`config.mk`:
```
export PLATFORM = sky130hd
export DESIGN_NAME = pe_message_passer_q
export DESIGN_NICKNAME = d
export VERILOG_FILES = /design/src/rtl/pe_message_passer_q.sv
export SDC_FILE = /design/constraint.sdc
export NUM_CORES = 1
export LEC_CHECK = 0
export CORE_UTILIZATION = 51
export DETAILED_ROUTE_END_ITERATION = 7
export PLACE_DENSITY = 0.79
export RECOVER_POWER = 100
export SLEW_MARGIN = 20
export SYNTH_ARGS = -nofsm -noshare
export SYNTH_HDL_FRONTEND = slang
export SYNTH_SLANG_ARGS = --single-unit
export TNS_END_PERCENT = 50
```
`constraint.sdc`:
```
create_clock -name CLK -period 11.15 [get_ports CLK]
set_input_delay 2.7875 -clock CLK [delete_from_list [all_inputs] [get_ports CLK]]
set_output_delay 2.7875 -clock CLK [all_outputs]
set_load 0.02 [all_outputs]
```
`src/rtl/pe_message_passer_q.sv`:
```
// ---------------------------------------------------------------------------
// pe_message_passer_q
// Processing element with a small command queue. Each queued command is
// executed by the FSM IDLE -> EXEC -> (MAC2 for MAC) -> DONE -> IDLE.
// Depending on the opcode, a command loads an operand, captures a neighbour
// input into an operand and its matching neighbour output, multiply-
// accumulates A*B into s_out, or clears the datapath.
//
// Configuration:
//   MP_SATURATE_EN  when defined, an overflowing MAC sum clamps s_out to
//                   all-ones. When undefined (default), the sum wraps.
//                   overflow is set on carry-out in both builds.
//
// Ports:
//   CLK                  clock
//   RST                  synchronous active-high reset
//   cmd_valid/cmd_ready  command handshake (cmd_ready = queue not full)
//   command              opcode
//   a_/b_/s_out_overwrite  load operands, captured into the queue on push
//   isu/isd/isl/isr      neighbour inputs, sampled during EXEC
//   osu/osd/osl/osr      neighbour outputs (registered)
//   A, B                 operand registers
//   s_out                accumulator
//   done                 one-cycle pulse per executed command
//   busy                 FSM not idle or queue not empty
//   overflow             sticky accumulator overflow
// ---------------------------------------------------------------------------
module pe_message_passer_q #(
    parameter int unsigned PRECISION        = 8,
    parameter int unsigned OUTPUT_PRECISION = 32,
    parameter int unsigned COMMAND_WIDTH    = 4,
    parameter int unsigned CMD_DEPTH        = 4
) (
    input  logic                        CLK,
    input  logic                        RST,
    input  logic                        cmd_valid,
    output logic                        cmd_ready,
    input  logic [COMMAND_WIDTH-1:0]    command,
    input  logic [PRECISION-1:0]        a_overwrite,
    input  logic [PRECISION-1:0]        b_overwrite,
    input  logic [OUTPUT_PRECISION-1:0] s_out_overwrite,
    input  logic [PRECISION-1:0]        isu,
    input  logic [PRECISION-1:0]        isd,
    input  logic [PRECISION-1:0]        isl,
    input  logic [PRECISION-1:0]        isr,
    output logic [PRECISION-1:0]        osu,
    output logic [PRECISION-1:0]        osd,
    output logic [PRECISION-1:0]        osl,
    output logic [PRECISION-1:0]        osr,
    output logic [PRECISION-1:0]        A,
    output logic [PRECISION-1:0]        B,
    output logic [OUTPUT_PRECISION-1:0] s_out,
    output logic                        done,
    output logic                        busy,
    output logic                        overflow
);

    localparam int unsigned PROD_W = 2 * PRECISION;
    localparam int unsigned SUM_W  = OUTPUT_PRECISION + 1;
    localparam int unsigned PTR_W  = (CMD_DEPTH > 1) ? $clog2(CMD_DEPTH) : 1;
    localparam int unsigned CNT_W  = PTR_W + 1;

    localparam logic [COMMAND_WIDTH-1:0] OP_MAC   = COMMAND_WIDTH'(0);
    localparam logic [COMMAND_WIDTH-1:0] OP_A_U   = COMMAND_WIDTH'(1);
    localparam logic [COMMAND_WIDTH-1:0] OP_A_D   = COMMAND_WIDTH'(2);
    localparam logic [COMMAND_WIDTH-1:0] OP_A_L   = COMMAND_WIDTH'(3);
    localparam logic [COMMAND_WIDTH-1:0] OP_A_R   = COMMAND_WIDTH'(4);
    localparam logic [COMMAND_WIDTH-1:0] OP_LD_A  = COMMAND_WIDTH'(5);
    localparam logic [COMMAND_WIDTH-1:0] OP_LD_B  = COMMAND_WIDTH'(6);
    localparam logic [COMMAND_WIDTH-1:0] OP_LD_S  = COMMAND_WIDTH'(7);
    localparam logic [COMMAND_WIDTH-1:0] OP_CLR   = COMMAND_WIDTH'(8);
    localparam logic [COMMAND_WIDTH-1:0] OP_B_L   = COMMAND_WIDTH'(9);
    localparam logic [COMMAND_WIDTH-1:0] OP_B_U   = COMMAND_WIDTH'(10);

    typedef struct packed {
        logic [COMMAND_WIDTH-1:0]    cmd;
        logic [PRECISION-1:0]        a_ow;
        logic [PRECISION-1:0]        b_ow;
        logic [OUTPUT_PRECISION-1:0] s_ow;
    } cmd_entry_t;

    typedef enum logic [1:0] {
        ST_IDLE,
        ST_EXEC,
        ST_MAC2,
        ST_DONE
    } fsm_state_t;

    fsm_state_t          state;
    cmd_entry_t          cur;
    logic [PROD_W-1:0]   product_q;
    logic [SUM_W-1:0]    mac_sum;

    cmd_entry_t          fifo_mem [CMD_DEPTH];
    cmd_entry_t          entry_in;
    logic [PTR_W-1:0]    wr_ptr;
    logic [PTR_W-1:0]    rd_ptr;
    logic [CNT_W-1:0]    count;
    logic                q_full;
    logic                q_empty;
    logic                push;
    logic                pop;

    // Queue status and handshake decode; full refuses even with a same-cycle pop.
    assign q_full    = (count == CNT_W'(CMD_DEPTH));
    assign q_empty   = (count == '0);
    assign cmd_ready = !q_full;
    assign push      = cmd_valid && !q_full;
    assign pop       = (state == ST_IDLE) && !q_empty;
    assign busy      = (state != ST_IDLE) || !q_empty;

    assign entry_in = '{cmd:  command,
                        a_ow: a_overwrite,
                        b_ow: b_overwrite,
                        s_ow: s_out_overwrite};

    // Accumulate with one extra bit to expose the carry-out.
    assign mac_sum = {1'b0, s_out} + SUM_W'(product_q);

    // Queue pointers and occupancy; power-of-two depth lets pointers wrap naturally.
    always_ff @(posedge CLK) begin
        if (RST) begin
            wr_ptr <= '0;
            rd_ptr <= '0;
            count  <= '0;
        end else begin
            if (push) begin
                wr_ptr <= wr_ptr + PTR_W'(1);
            end
            if (pop) begin
                rd_ptr <= rd_ptr + PTR_W'(1);
            end
            case ({push, pop})
                2'b10:   count <= count + CNT_W'(1);
                2'b01:   count <= count - CNT_W'(1);
                default: count <= count;
            endcase
        end
    end

    // Queue storage; contents need no reset because occupancy gates reads.
    always_ff @(posedge CLK) begin
        if (push) begin
            fifo_mem[wr_ptr] <= entry_in;
        end
    end

    // Command FSM and datapath registers.
    always_ff @(posedge CLK) begin
        if (RST) begin
            state     <= ST_IDLE;
            cur       <= '0;
            product_q <= '0;
            A         <= '0;
            B         <= '0;
            s_out     <= '0;
            osu       <= '0;
            osd       <= '0;
            osl       <= '0;
            osr       <= '0;
            overflow  <= 1'b0;
            done      <= 1'b0;
        end else begin
            done <= 1'b0;
            case (state)
                ST_IDLE: begin
                    if (!q_empty) begin
                        cur   <= fifo_mem[rd_ptr];
                        state <= ST_EXEC;
                    end
                end

                ST_EXEC: begin
                    // Non-MAC commands finish here; MAC overrides below.
                    state <= ST_DONE;
                    done  <= 1'b1;
                    case (cur.cmd)
                        OP_MAC: begin
                            product_q <= PROD_W'(A) * PROD_W'(B);
                            state     <= ST_MAC2;
                            done      <= 1'b0;
                        end
                        OP_A_U: begin
                            A   <= isu;
                            osu <= isu;
                        end
                        OP_A_D: begin
                            A   <= isd;
                            osd <= isd;
                        end
                        OP_A_L: begin
                            A   <= isl;
                            osl <= isl;
                        end
                        OP_A_R: begin
                            A   <= isr;
                            osr <= isr;
                        end
                        OP_LD_A: begin
                            A <= cur.a_ow;
                        end
                        OP_LD_B: begin
                            B <= cur.b_ow;
                        end
                        OP_LD_S: begin
                            s_out    <= cur.s_ow;
                            overflow <= 1'b0;
                        end
                        OP_CLR: begin
                            A        <= '0;
                            B        <= '0;
                            s_out    <= '0;
                            osu      <= '0;
                            osd      <= '0;
                            osl      <= '0;
                            osr      <= '0;
                            overflow <= 1'b0;
                        end
                        OP_B_L: begin
                            B   <= isl;
                            osl <= isl;
                        end
                        OP_B_U: begin
                            B   <= isu;
                            osu <= isu;
                        end
                        default: begin
                            // Remaining opcodes are NOPs: only done pulses.
                        end
                    endcase
                end

                ST_MAC2: begin
`ifdef MP_SATURATE_EN
                    if (mac_sum[OUTPUT_PRECISION]) begin
                        s_out <= '1;
                    end else begin
                        s_out <= mac_sum[OUTPUT_PRECISION-1:0];
                    end
`else
                    s_out <= mac_sum[OUTPUT_PRECISION-1:0];
`endif
                    overflow <= overflow | mac_sum[OUTPUT_PRECISION];
                    state    <= ST_DONE;
                    done     <= 1'b1;
                end

                ST_DONE: begin
                    state <= ST_IDLE;
                end

                default: begin
                    state <= ST_IDLE;
                end
            endcase
        end
    end

endmodule

```
==> key figures <==
Synth
  – Dominant synthesized flop cell: edfxtp_1
  – Post-synth EDFFs: 208
  – Synth Register Bits: 367
  – Sequential area share after synthesis: 54.40%
  – Syn Area/Cell: 11.60 um2
  – Yosys Warn Count: 0
  – Cell variety after synth: 77
  – Syn Nets: 1680
  – Ys async rst share: 0%
  – Synth Cell Area: 17330 um2
  – Syn Inst Count: 1494

Route
  – Average wire per standard cell: 19.92 um
  – Vias per inst: 5.881
  – Via count: 12373
  – Final wirelength: 41910 um
  – Pre-antenna DRT Iters: 6
  – Initial detailed-routing violation count: 1106
  – Routed Antenna Nets: 0
  – Remaining DRCs: 0

Outcome
  – Status: complete, but fails checks
  – Failing checks: max-capacitance violations, max-slew violations

Place
  – Area after DPL: 19360 um2
  – GPL Wtd Cong: 0.8732
  – # port buffers: 170
  – DP HPWL: 28720 um

Worst setup path
  – CP Launch Type: input port
  – Worst-case reg-to-reg path depth: 14
  – CP Max Fanout: 78
  – Worst EP arrival: 7.84 ns
  – CP Data Required Time: 11.43 ns
  – Worst reg2reg startpoint: A[0]
  – Crit path kind: in2reg
  – Top cell by count, worst path: clkbuf_1
  – Crit-path cells: clkbuf_1 -> clkbuf_1 -> nor2_1
  – CP Capture Type: flip-flop
  – Critical Path Slowest Stage Cell: clkbuf_1
  – R2R setup slack: 6.38 ns
  – Crit-path max cell delay: 2.39 ns
  – RR Endpoint: product_q[14]

Pwr
  – Peak supply drop: 0.0001478 V
  – LEAKAGE: 7.649 nW
  – PD cells: 214.5 nW/um2

CTS
  – CTS tree: yes
  – Setup bufs post-CTS: 0
  – Hold-fix buffers, CTS: 0
  – Max clock buf depth: 3
  – CTS Root Cell: clkbuf_16
  – CTS Buf Count: 37
  – PostCTS Resize Cnt: 0
  – H-tree Lvls: 2
  – CTS sink count: 367
  – Clock insertion delay at the later pin of the skew report: 0.54 ns
  – Clk slew on worst S/H paths: 0.06 ns

Finish
  – Number of nets in the layout: 1818
  – Register area: 9434 um2
  – Area of the multi-input gates: 7295 um2
  – Synth-to-Final Area Change: 18.39%
  – Antenna cells: 0
  – Fillers: 2591
  – Final instance area: 20520 um2
  – Fraction of final layout cells sized beyond drive strength 1: 8.273%

Worst hold path
  – Worst hold start: cur[33]
  – Worst hold stages: 2
  – Hold WC Path Type: reg2reg
  – Worst Hold Path EP: cur[33]

GRT
  – GR Util All Layers: 24.09%
  – Vias in the first global route: 12200
  – First-pass GRT wire length: 66720 um
  – Antenna violations before repair: 1
  – Largest net degree at the start of global routing: 79
  – Total gr overflow: 0

STA
  – Post-route setup TNS: 0 ns
  – Rel. slew slack: -130.6%
  – Final hold violations: 0
  – Endpoints failing setup: 0
  – Worst Tran Pin Value: 3.458 ns
  – Post-Route Skew: 0.02116 ns
  – F_max: 132.3 MHz
  – Final slew viol count: 369
  – Final Cycle Share: 67.80%
  – RSZ-0062 raised after global routing: false
  – Final Critical Period: 7.560 ns

Die
  – Chip Width: 186.3 um
  – I/O pin count: 171
  – Core footprint: 33450 um2
  – Die H: 186.3 um
  – Die ar.: 34720 um2
  – Std-Cell Rows: 67
  – Initial Utilization: 51.82%

Flow run
  – Max Cap Viol: 6
worst max path at each step:
| stage | slack [ns] | end | startpoint | depth (start not counted) |
|---|---|---|---|---|
| global route | 3.08 | osl[0] | RST | 3 |
| CTS | 6.17 | busy | count[2] | 3 |
| detailed placement | 6.30 | count[2] | cmd_valid | 9 |
| floorplan | 6.66 | fifo_mem[1][0] | cmd_valid | 1 |
| finish | 3.59 | osl[3] | RST | 3 |
| global placement | 6.36 | count[2] | cmd_valid | 9 |
Yosys cell counts, drive strengths merged (3+ instances only):
cell type,count,area (um2)
edfxtp,208,6246
nand2,179,676.9
dfxtp,159,3183
a21oi,117,589.3
nor2,111,416.7
inv,77,289.0
ha,61,763.2
clkbuf,58,219.0
and2,57,356.6
mux4,52,1171
o21ai,48,240.2
a22oi,40,300.3
fa,38,760.7
nand3,26,140.1
a211oi,24,185.2
buf,24,110.1
nor3,17,85.08
and3,15,93.84
mux2i,15,150.1
a31oi,12,90.09
nor2b,11,68.82
a221oi,10,87.58
nand4,10,62.56
o211ai,10,75.07
xor2,9,78.83
a21o,8,60.06
a222oi,8,80.08
a22o,8,70.07
xnor2,8,70.07
or3,7,43.79
o21a,6,45.04
o22ai,5,31.28
a2111oi,4,41.29
a32oi,4,35.03
nand2b,4,25.02
or4,4,30.03
a311oi,3,26.28
nor4b,3,26.28
o2111ai,3,32.53
placed cells by master (no fill, tap or decap), types with 11 or more instances in the layout:
cell type / synthesis / routed
a31oi_1: 11 / 11
dlygate4sd3_1: 0 / 137
mux4_2: 52 / 52
inv_1: 76 / 76
and2_1: 56 / 56
dfxtp_1: 159 / 157
nand3_1: 24 / 24
clkbuf_16: 0 / 39
nor3_1: 17 / 17
nand2_1: 177 / 177
a21oi_1: 116 / 116
fa_1: 38 / 38
nor2b_1: 11 / 11
and3_1: 15 / 11
edfxtp_1: 208 / 208
mux2i_1: 15 / 15
a22oi_1: 40 / 40
ha_1: 61 / 61
a211oi_1: 23 / 23
clkbuf_1: 57 / 11
o21ai_0: 46 / 46
nor2_1: 111 / 110
clkdlybuf4s50_1: 0 / 32
registers in the layout, indices dropped and copies added, names as in the netlist:
signal and count:
s_out 32, A 8, cur 52, osr 8
state 2, osu 8, B 8, overflow 1
rd_ptr 2, osl 8, fifo_mem 208, osd 8
done 1, product_q 16, count 3, wr_ptr 2
area by class of cell:
type,instances,area share [%]
flip-flops and latches,367,45.98
multi-input cells,968,35.55
repair buffers,181,8.573
clock buffers,47,5.049
well taps,448,2.732
inverters,77,1.409
clock inverters,16,0.7134
cell families after synthesis:
group	share of synthesized area (%)
AO/OA/AOI/OAI	12.51
adder cells (fa/ha/maj)	8.793
buffers and inverters	3.566
XOR/XNOR	0.8591
AND/OR/NAND/NOR	12.18
flip-flops	54.40
multiplexers	7.688
critical path, delay by kind of cell:
family,cells,cell delay [ns]
buf+inv,2,4.78
simple gates,1,0.19
where the power goes:
group	switching [W]	leakage, nW	total [W]	internal, W
clock	0.000517	0.580	0.00119	0.000669
combinational	0.000828	3.87	0.00132	0.000490
sequential	0.000202	3.20	0.00190	0.00170
total	0.00155	7.65	0.00440	0.00286
metal layers:
layer  part of all wire (%)  GRT usage, %  vias to the layer above
met4                    3.1         8.392                        2
met1                     41         32.37                     6041
li1                       -             -                     5758
met3                    6.4         3.009                      100
met5                  0.031             0                        -
met2                     50         40.40                      472
through the flow:
stage | instances | setup WS, ns | power, W | util, % | hold WS (ns)
CTS | 2104 | 6.166 | 0.004435 | 61.41 | 0.4579
global placement | 2041 | 6.361 | 0.003194 | 57.88 | 0.4428
detailed placement | 2041 | 6.295 | 0.003243 | 57.88 | 0.4455
global route | 2104 | 3.077 | 0.004633 | 61.35 | 0.4744
finish | 2104 | 3.590 | 0.004402 | 61.35 | 0.4559
floorplan | 1494 | 6.663 | 0.002786 | - | 0.4319
Note: power is estimated with default switching activity, not from simulation.
